===== src/rtl/ptp_bridge_pkg.sv =====
// ptp_bridge_pkg: shared bridge types for segment info, classification results and egress scheduling
package ptp_bridge_pkg;
    typedef logic [3:0] EGR_PORT_T;
    typedef struct packed {
        logic      sop;
        logic      eop;
        EGR_PORT_T egr_port;
        logic [5:0] byte_cnt;
    } SEGMENT_INFO_S;
    typedef enum logic [1:0] {IDLE, FWD, DROP} SCHED_STATE_E;
    typedef struct packed {
        logic      drop;
        EGR_PORT_T egr_port;
    } CLS_RES_S;
endpackage


===== src/rtl/parse_class_egr_sched_if.sv =====
// parse_class_egr_sched_if: egress AXI-stream bundle between scheduler (master) and bridge egress (slave)
interface parse_class_egr_sched_if import ptp_bridge_pkg::*; #(
    parameter int TDATA_WIDTH = 512,
    parameter int USERMETADATA_WIDTH = 1
) ();
    logic tvalid;
    logic tready;
    logic [TDATA_WIDTH-1:0] tdata;
    logic [USERMETADATA_WIDTH-1:0] tuser_usermetadata;
    SEGMENT_INFO_S tuser_segment_info;
    modport master(output tvalid, tdata, tuser_usermetadata, tuser_segment_info, input tready);
    modport slave(input tvalid, tdata, tuser_usermetadata, tuser_segment_info, output tready);
endinterface


===== src/rtl/parse_class_res_fifo.sv =====
// parse_class_res_fifo: register-based FIFO for classification results with full/empty flags
module parse_class_res_fifo #(
    parameter int DEPTH = 16,
    parameter int WIDTH = 5
) (
    input  logic             clk,
    input  logic             rst,
    input  logic             wr,
    input  logic [WIDTH-1:0] wdata,
    input  logic             rd,
    output logic [WIDTH-1:0] rdata,
    output logic             full,
    output logic             empty
);
    localparam int AW = $clog2(DEPTH);
    logic [WIDTH-1:0] mem [DEPTH];
    logic [AW-1:0] wp, rp;
    logic [AW:0] cnt;
    logic do_wr, do_rd;
    assign full = cnt == (AW+1)'(DEPTH);
    assign empty = cnt == '0;
    assign do_rd = rd && !empty;
    // a pop frees the slot in the same cycle, so a write while full is still taken
    assign do_wr = wr && (!full || rd);
    assign rdata = mem[rp];
    always_ff @(posedge clk) begin
        if (do_wr) mem[wp] <= wdata;
    end
    always_ff @(posedge clk) begin
        if (rst) begin
            wp <= '0;
            rp <= '0;
            cnt <= '0;
        end else begin
            if (do_wr) wp <= wp + AW'(1);
            if (do_rd) rp <= rp + AW'(1);
            cnt <= cnt + (AW+1)'(do_wr) - (AW+1)'(do_rd);
        end
    end
endmodule


===== src/rtl/parse_class_egr_sched.sv =====
// parse_class_egr_sched: pairs in-order classification results with align FIFO packets, forwards or drops them
module parse_class_egr_sched import ptp_bridge_pkg::*; #(
    parameter int TDATA_WIDTH = 512,
    parameter int USERMETADATA_WIDTH = 1,
    parameter int RES_FIFO_DEPTH = 16,
    parameter int CNT_WIDTH = 32
) (
    input  logic                          clk,
    input  logic                          rst,
    input  logic                          cls_vld,
    input  logic                          cls_drop,
    input  EGR_PORT_T                     cls_egr_port,
    input  logic [TDATA_WIDTH-1:0]        aln_fifo_tdata,
    input  logic [USERMETADATA_WIDTH-1:0] aln_fifo_tuser_usermetadata,
    input  SEGMENT_INFO_S                 aln_fifo_tuser_segment_info,
    input  logic                          aln_fifo_empty,
    output logic                          aln_fifo_pop,
    parse_class_egr_sched_if.master       m,
    output logic [CNT_WIDTH-1:0]          pkt_fwd_cnt,
    output logic [CNT_WIDTH-1:0]          pkt_drop_cnt,
    output logic [CNT_WIDTH-1:0]          sop_err_cnt,
    output logic                          res_ovf
);
    SCHED_STATE_E state;
    EGR_PORT_T cur_port;
    CLS_RES_S res_head;
    SEGMENT_INFO_S out_seg;
    logic res_full, res_empty, res_pop, adv, beat_ok, fwd_pop, eop_pop;
    parse_class_res_fifo #(.DEPTH(RES_FIFO_DEPTH), .WIDTH($bits(CLS_RES_S))) u_res_fifo (
        .clk(clk),
        .rst(rst),
        .wr(cls_vld),
        .wdata({cls_drop, cls_egr_port}),
        .rd(res_pop),
        .rdata(res_head),
        .full(res_full),
        .empty(res_empty)
    );
    assign adv = !m.tvalid || m.tready;
    assign beat_ok = !aln_fifo_empty && !res_empty;
    assign res_pop = state == IDLE && beat_ok && aln_fifo_tuser_segment_info.sop;
    // IDLE only consumes stray non-sop beats; sop beats wait for a result
    assign aln_fifo_pop = !aln_fifo_empty && (state == IDLE ? !aln_fifo_tuser_segment_info.sop :
                                              state == FWD ? adv : 1'b1);
    assign fwd_pop = state == FWD && aln_fifo_pop;
    assign eop_pop = state != IDLE && aln_fifo_pop && aln_fifo_tuser_segment_info.eop;
    always_comb begin
        out_seg = aln_fifo_tuser_segment_info;
        out_seg.egr_port = cur_port;
    end
    always_ff @(posedge clk) begin
        if (rst) begin
            state <= IDLE;
            cur_port <= '0;
            m.tvalid <= 1'b0;
            m.tdata <= '0;
            m.tuser_usermetadata <= '0;
            m.tuser_segment_info <= '0;
            pkt_fwd_cnt <= '0;
            pkt_drop_cnt <= '0;
            sop_err_cnt <= '0;
            res_ovf <= 1'b0;
        end else begin
            state <= res_pop ? (res_head.drop ? DROP : FWD) : eop_pop ? IDLE : state;
            if (res_pop) cur_port <= res_head.egr_port;
            if (cls_vld && res_full && !res_pop) res_ovf <= 1'b1;
            if (adv) m.tvalid <= fwd_pop;
            if (fwd_pop) begin
                m.tdata <= aln_fifo_tdata;
                m.tuser_usermetadata <= aln_fifo_tuser_usermetadata;
                m.tuser_segment_info <= out_seg;
            end
            if (eop_pop && state == FWD && !(&pkt_fwd_cnt)) pkt_fwd_cnt <= pkt_fwd_cnt + CNT_WIDTH'(1);
            if (eop_pop && state == DROP && !(&pkt_drop_cnt)) pkt_drop_cnt <= pkt_drop_cnt + CNT_WIDTH'(1);
            if (state == IDLE && aln_fifo_pop && !(&sop_err_cnt)) sop_err_cnt <= sop_err_cnt + CNT_WIDTH'(1);
        end
    end
endmodule


===== src/flat_wrapper.sv =====
// flat-port wrapper written by rule: the top's interface ports become plain ports
module parse_class_egr_sched_flat import ptp_bridge_pkg::*;
#(
    parameter int TDATA_WIDTH = 512,
    parameter int USERMETADATA_WIDTH = 1,
    parameter int RES_FIFO_DEPTH = 16,
    parameter int CNT_WIDTH = 32
)
  (clk, rst, cls_vld, cls_drop, cls_egr_port, aln_fifo_tdata, aln_fifo_tuser_usermetadata, aln_fifo_tuser_segment_info, aln_fifo_empty, aln_fifo_pop, pkt_fwd_cnt, pkt_drop_cnt, sop_err_cnt, res_ovf, m_tvalid, m_tdata, m_tuser_usermetadata, m_tuser_segment_info, m_tready);
  parse_class_egr_sched_if #(.TDATA_WIDTH(TDATA_WIDTH), .USERMETADATA_WIDTH(USERMETADATA_WIDTH)) m_i ();
  input  logic clk;
  input  logic rst;
  input  logic cls_vld;
  input  logic cls_drop;
  input  EGR_PORT_T cls_egr_port;
  input  logic [TDATA_WIDTH-1:0] aln_fifo_tdata;
  input  logic [USERMETADATA_WIDTH-1:0] aln_fifo_tuser_usermetadata;
  input  SEGMENT_INFO_S aln_fifo_tuser_segment_info;
  input  logic aln_fifo_empty;
  output logic aln_fifo_pop;
  output logic [CNT_WIDTH-1:0] pkt_fwd_cnt;
  output logic [CNT_WIDTH-1:0] pkt_drop_cnt;
  output logic [CNT_WIDTH-1:0] sop_err_cnt;
  output logic res_ovf;
  output wire logic [$bits(m_i.tvalid)-1:0] m_tvalid;
  output wire logic [$bits(m_i.tdata)-1:0] m_tdata;
  output wire logic [$bits(m_i.tuser_usermetadata)-1:0] m_tuser_usermetadata;
  output wire logic [$bits(m_i.tuser_segment_info)-1:0] m_tuser_segment_info;
  input wire logic [$bits(m_i.tready)-1:0] m_tready;
  assign m_tvalid = m_i.tvalid;
  assign m_tdata = m_i.tdata;
  assign m_tuser_usermetadata = m_i.tuser_usermetadata;
  assign m_tuser_segment_info = m_i.tuser_segment_info;
  assign m_i.tready = m_tready;
  parse_class_egr_sched #(.TDATA_WIDTH(TDATA_WIDTH), .USERMETADATA_WIDTH(USERMETADATA_WIDTH), .RES_FIFO_DEPTH(RES_FIFO_DEPTH), .CNT_WIDTH(CNT_WIDTH)) u_core (.clk(clk), .rst(rst), .cls_vld(cls_vld), .cls_drop(cls_drop), .cls_egr_port(cls_egr_port), .aln_fifo_tdata(aln_fifo_tdata), .aln_fifo_tuser_usermetadata(aln_fifo_tuser_usermetadata), .aln_fifo_tuser_segment_info(aln_fifo_tuser_segment_info), .aln_fifo_empty(aln_fifo_empty), .aln_fifo_pop(aln_fifo_pop), .m(m_i), .pkt_fwd_cnt(pkt_fwd_cnt), .pkt_drop_cnt(pkt_drop_cnt), .sop_err_cnt(sop_err_cnt), .res_ovf(res_ovf));
endmodule

===== config.mk =====
export PLATFORM = sky130hd
export DESIGN_NAME = parse_class_egr_sched_flat
export DESIGN_NICKNAME = d
export VERILOG_FILES = /design/src/rtl/ptp_bridge_pkg.sv /design/src/rtl/parse_class_egr_sched_if.sv /design/src/rtl/parse_class_res_fifo.sv /design/src/rtl/parse_class_egr_sched.sv /design/src/flat_wrapper.sv
export SDC_FILE = /design/constraint.sdc
export NUM_CORES = 1
export LEC_CHECK = 0
export ABC_AREA = 1
export CORE_AREA = 2 2 457 459
export DETAILED_ROUTE_END_ITERATION = 6
export DIE_AREA = 0 0 459 461
export PLACE_DENSITY = 0.42
export SLEW_MARGIN = 5
export SYNTH_ARGS = -nofsm -noshare
export SYNTH_HDL_FRONTEND = slang
export SYNTH_SLANG_ARGS = --single-unit
export TNS_END_PERCENT = 20

===== constraint.sdc =====
create_clock -name clk -period 6.2 [get_ports clk]
set_input_delay 0.93 -clock clk [delete_from_list [all_inputs] [get_ports clk]]
set_output_delay 0.93 -clock clk [all_outputs]
set_load 0.05 [all_outputs]

# == After elaboration in Yosys (flattened, before gate mapping) ==
# Memory sizes are Yosys's and may differ from the RTL's. A register that Yosys moved wholly into a read port is not among the register bits.
# Index checks and enable logic that the tools add are counted.
# word_totals
ramBits,80
reg_bits,642
input_bits,535
memories,1
wordCells,71
# memory_table
name,words,width,rd,rd_clocked_by_memory_dff,wr,line,rtl
u_core.u_res_fifo.mem,16,5,1,1,1,parse_class_res_fifo.sv:16,logic [WIDTH-1:0] mem [DEPTH];
# op_classes
n_reduce_logical,35
muxes,9
n_eq_ne,3
addsub,7
# op_table
op,n
32-bit by 1-bit adder with 32-bit output (second input constant),3
32-bit AND reduction,3
1-bit logical AND,17
1-bit zero test,9
4-bit by 1-bit adder with 4-bit output (second input constant),2
4-bit 2-to-1 mux,2
2-bit 2-to-1 mux,3
5-bit by 1-bit adder with 5-bit output,1
5-bit == test (second input constant),1
5-bit zero test,1
5-bit by 1-bit subtractor with 5-bit output,1
1-bit 2-to-1 mux,4
2-bit nonzero test,2
2-bit by 1-bit == test with 1-bit output (second input constant),1
2-bit == test (second input constant),1
2-bit zero test,1
1-bit logical OR,2

# == Logic depth before layout (Yosys ltp) ==
# logic_depth
depth_word,9
ltp_mapped,14

# == Modules after synthesis ==
# A second synthesis with hierarchy kept.
# unflattened
hier_cells,3845
area_unflattened_um2,28991.6
# modules_own_cells
mod,n_inst,area_each_um2,cells_per_inst
parse_class_egr_sched,1,24563.6,3386
parse_class_res_fifo,1,4428.0,459

# == Worst setup path after synthesis ==
# No wires, ideal clock.
# synth_timing
kind,input to register
startpoint,input aln_fifo_tuser_segment_info[11] (netlist bit)
endpoint,register u_core.u_res_fifo.cnt[4]
arrival_ns,2.614
path_stages,13
setup_time_ns,0.119
setup_slack_ns,3.466
cell_sequence,nand3_1 nor2_1 nand2_1 inv_1 buf_2 ha_1 inv_1 ha_1 fa_1 nand3_1 nand2_1 o21ai_0 a21oi_1
# synth_between
elab_chain_cells,5
# synth_lines
item,line,rtl
"start, declared",flat_wrapper.sv:18,input SEGMENT_INFO_S aln_fifo_tuser_segment_info;
1-bit logical AND *,parse_class_egr_sched.sv:41,assign res_pop = state == IDLE && beat_ok && aln_fifo_tuser_segment_info.sop;
1-bit logical OR,parse_class_res_fifo.sv:24,assign do_wr = wr && (!full || rd);
1-bit logical AND,parse_class_res_fifo.sv:24,
5-bit by 1-bit adder with 5-bit output,parse_class_res_fifo.sv:37,cnt <= cnt + (AW+1)'(do_wr) - (AW+1)'(do_rd);
5-bit by 1-bit subtractor with 5-bit output *,parse_class_res_fifo.sv:37,
"end signal, assigned",parse_class_res_fifo.sv:37,
"end, declared",parse_class_res_fifo.sv:18,logic [AW:0] cnt;
# Mark *: on every way between the ends. The rest lies on a longest branch, timed or not.
# A chain may end at the register's enable or synchronous reset.

# == Worst setup path in the final report ==
# layout_timing
startpoint,input m_tready
endpoint,output aln_fifo_pop
# layout_between
elab_chain_cells,4
# layout_lines
item,line,rtl
"start, declared",flat_wrapper.sv:29,input wire logic [$bits(m_i.tready)-1:0] m_tready;
1-bit logical OR,parse_class_egr_sched.sv:39,assign adv = !m.tvalid || m.tready;
1-bit 2-to-1 mux,parse_class_egr_sched.sv:44,state == FWD ? adv : 1'b1);
1-bit 2-to-1 mux,parse_class_egr_sched.sv:43,assign aln_fifo_pop = !aln_fifo_empty && (state == IDLE ? !aln_fifo_tuser_segment_info.sop :
1-bit logical AND,parse_class_egr_sched.sv:43,
"end, declared",flat_wrapper.sv:20,output logic aln_fifo_pop;
# No other way between the ends.

==> flow_metrics.env <==
export IMPL_status="completed"
export IMPL_fin_skew_ps=49.7
export IMPL_synth_common_cells="nand2_1, dfxtp_1, a21oi_1"
export IMPL_cts_resized=0
export IMPL_wl_per_cell_um=23.5
export IMPL_vdd_drop_max_mv=0.194
export IMPL_path_clk_slew_ps=60
export IMPL_area_growth_pct=61.6
export IMPL_synth_adder_area_share_pct=0.685
export IMPL_slew_violations=0
export IMPL_ys_top_cells_by_area="dfxtp_1, nand2_1, a21oi_1"
export IMPL_synth_compound_area_share_pct=12.1
export IMPL_synth_top_area_cell="dfxtp_1"
export IMPL_yosysSeqAreaShare_pct=53.8
export IMPL_p_comb_share_pct=17.1
export IMPL_slew_limit_headroom_pct=19.5
export IMPL_power_density_mw_per_mm2=289
export IMPL_grt_pass1_vias=28085
export IMPL_synthXorXnorAreaFrac_pct=1.38
export IMPL_stdcell_area_mm2=0.0461
export IMPL_synth_simple_area_share_pct=26.8
export IMPL_place_area_mm2=0.0427
export IMPL_clock_sinks=726
export IMPL_p_leak_nw=15.0
export IMPL_switchingPower_w=0.00405
export IMPL_critPathLaunchType="input port"
export IMPL_synth_top_cell_area_share_pct=45.4
export IMPL_hp_class="flop to flop"
export IMPL_synth_seq_cells=726
export IMPL_period_share_pct=64.8
export IMPL_dp_hpwl_um=140000
export IMPL_cts_root_buffer="clkbuf_16"
export IMPL_period_needed_ps=4020
export IMPL_synth_ff_type="dfxtp_1"
export IMPL_crit_path_max_incr_delay_ps=1040
export IMPL_crit_chain="clkdlybuf4s50_1 -> inv_1 -> nand2_1 -> inv_1 -> a21oi_1 -> and2_1 -> clkdlybuf4s50_1"
export IMPL_chipHeight_um=461
export IMPL_avgSynthCellArea_um2=7.69
export IMPL_clk_path_buf_depth=3
export IMPL_htreeDepth=3
export IMPL_synthCells=3709
export IMPL_p_seq_share_pct=38.0
export IMPL_synth_cell_types=34
export IMPL_grt_pass1_wl_um=236000
export IMPL_async_reset_ff_share_pct=0
export IMPL_synth_nets=4259
export IMPL_slowest_stage="clkdlybuf4s50_1"
export IMPL_fp_row_count=167
export IMPL_viasPerCell=3.83
export IMPL_crit_path_end_kind="output pin"
export IMPL_dieArea_mm2=0.212
export IMPL_cp_data_arrival_time_ps=3090
export IMPL_drive_above_1_share_pct=5.21
export IMPL_synth_area_mm2=0.0285
export IMPL_timing_fmax_mhz=249
export IMPL_setup_tns_ps=0
export IMPL_fin_total_pwr_w=0.0133
export IMPL_cts_hold_buf=0
export IMPL_postRouteAntennaNets=0
export IMPL_core_area_mm2=0.206
export IMPL_grt_overflow=0
export IMPL_route_detailed_drc=0
export IMPL_crit_type="input port to output pin"
export IMPL_hold_violations=0
export IMPL_cts_setup_buffers=0
export IMPL_clkPwrFrac_pct=44.9
export IMPL_synth_most_common_cell="nand2_1"
export IMPL_die_x_um=459
export IMPL_hold_path_depth=2
export IMPL_critPathMaxFanout=3
export IMPL_grt_max_degree=170
export IMPL_ys_warn_count=0
export IMPL_globalRouteTotalUtil_pct=16.0
export IMPL_worst_pin_slew_ps=1210
export IMPL_place_congestion=0.884
export IMPL_fin_util_pct=22.3
export IMPL_io_pins=1159
export IMPL_reg2reg_depth=13
export IMPL_synth_edff_count=80
export IMPL_fin_nets=5322
export IMPL_routed_wl_um=178000
export IMPL_dr_total_vias=28985
export IMPL_crit_required_ps=5270
export IMPL_clk_latency_ps=740
export IMPL_tritoncts="done"
export IMPL_rsz0062_at_grt="false"
export IMPL_initial_core_util_pct=13.8
export IMPL_numCtsBuffers=96
export IMPL_port_buffers=1154
export IMPL_setup_violations=0
export IMPL_maxCapViolations=0
export IMPL_synth_area_mux_share_pct=0
export IMPL_switching_share_pct=30.4
export IMPL_dr_first_iter_drc_count=1952
export IMPL_intPower_w=0.00928
export IMPL_antenna_found_initial=45
export IMPL_synth_top_family_by_area="simple AND/OR/NAND/NOR gates"
export IMPL_dr_pass1_iters=5
## routing by layer
metal  GRT usage, %  wire length, um  up-vias
met5              0               97        -
met4           7.32             8190       18
met3           9.13            22800      235
met2           25.1            80100     1084
met1           17.5            67000    13600
li1               -                -    14048
## power groups by stage
stage | Clock, W | Sequential, W | Combinational [W]
2_1_floorplan | 0 | 0.00567 | 0.000688
3_3_place_gp | 0 | 0.00516 | 0.00230
3_5_place_dp | 0 | 0.00517 | 0.00230
4_1_cts | 0.00620 | 0.00507 | 0.00231
5_1_grt | 0.00636 | 0.00509 | 0.00244
6_report | 0.00599 | 0.00507 | 0.00227
## sequential cells by signal (all words and copies together) (netlist names), named ones only
register	cells
u_core.cur_port	4
u_core.m.tdata	512
u_core.m.tuser_segment_info	12
u_core.m.tuser_usermetadata	1
u_core.m.tvalid	1
u_core.pkt_drop_cnt	32
u_core.pkt_fwd_cnt	32
u_core.res_ovf	1
u_core.sop_err_cnt	32
u_core.state	2
u_core.u_res_fifo.cnt	5
u_core.u_res_fifo.mem	80
u_core.u_res_fifo.rp	4
u_core.u_res_fifo.wp	4
## worst max-delay path, delay by kind of cell
family                 cells  cell delay, ps
buffers and inverters      4            1600
AO/OA/AOI/OAI              1             150
AND/OR/NAND/NOR            2             380
## metrics by stage
stage               hold WS (ps)  instances  setup WS [ps]
finish                       462       7571           2180
global route                 473       7566           2110
CTS                          464       7556           2070
detailed placement           454       7378           2070
global placement             448       7378           2070
floorplan                    434       3709           3470
## worst paths after layout
check	startpoint	endpoint	slack [ps]
worst min-delay path	u_core.m.tdata[505]	u_core.m.tdata[505]	460
worst min register to register	u_core.m.tdata[505]	u_core.m.tdata[505]	460
worst max-delay path	m_tready	aln_fifo_pop	2180
worst max register to register	u_core.state[1]	u_core.u_res_fifo.cnt[4]	3330
## layout make-up
cell class,instances,area [um^2]
Clock inverter,46,619
Clock buffer,132,2730
Sequential cell,726,15300
Tap cell,2704,3380
Inverter,107,409
Timing Repair Buffer,1182,11900
Fill cell,22942,160000
Multi-Input combinational cell,2659,11700
Antenna cell,15,37.5
## layout by cell type (no fill, tap or decap), types with 23 or more instances in the layout
master,instances
nand2_1,1493
clkdlybuf4s50_1,1153
dfxtp_1,646
a21oi_1,595
nor2_1,278
inv_1,100
clkbuf_16,97
edfxtp_1,80
nand3_1,71
o21ai_0,49
xor2_1,28
nand3b_1,23
## cell families after synthesis
kind of cell               Yosys count
and+or+nand+nor                   1930
xor gates and xnor gates            45
AOI/OAI and AO/OA                  669
buffers and inverters              324
adders and majority gates           15
DFF                                726
Power figures use the tool's default switching activity.
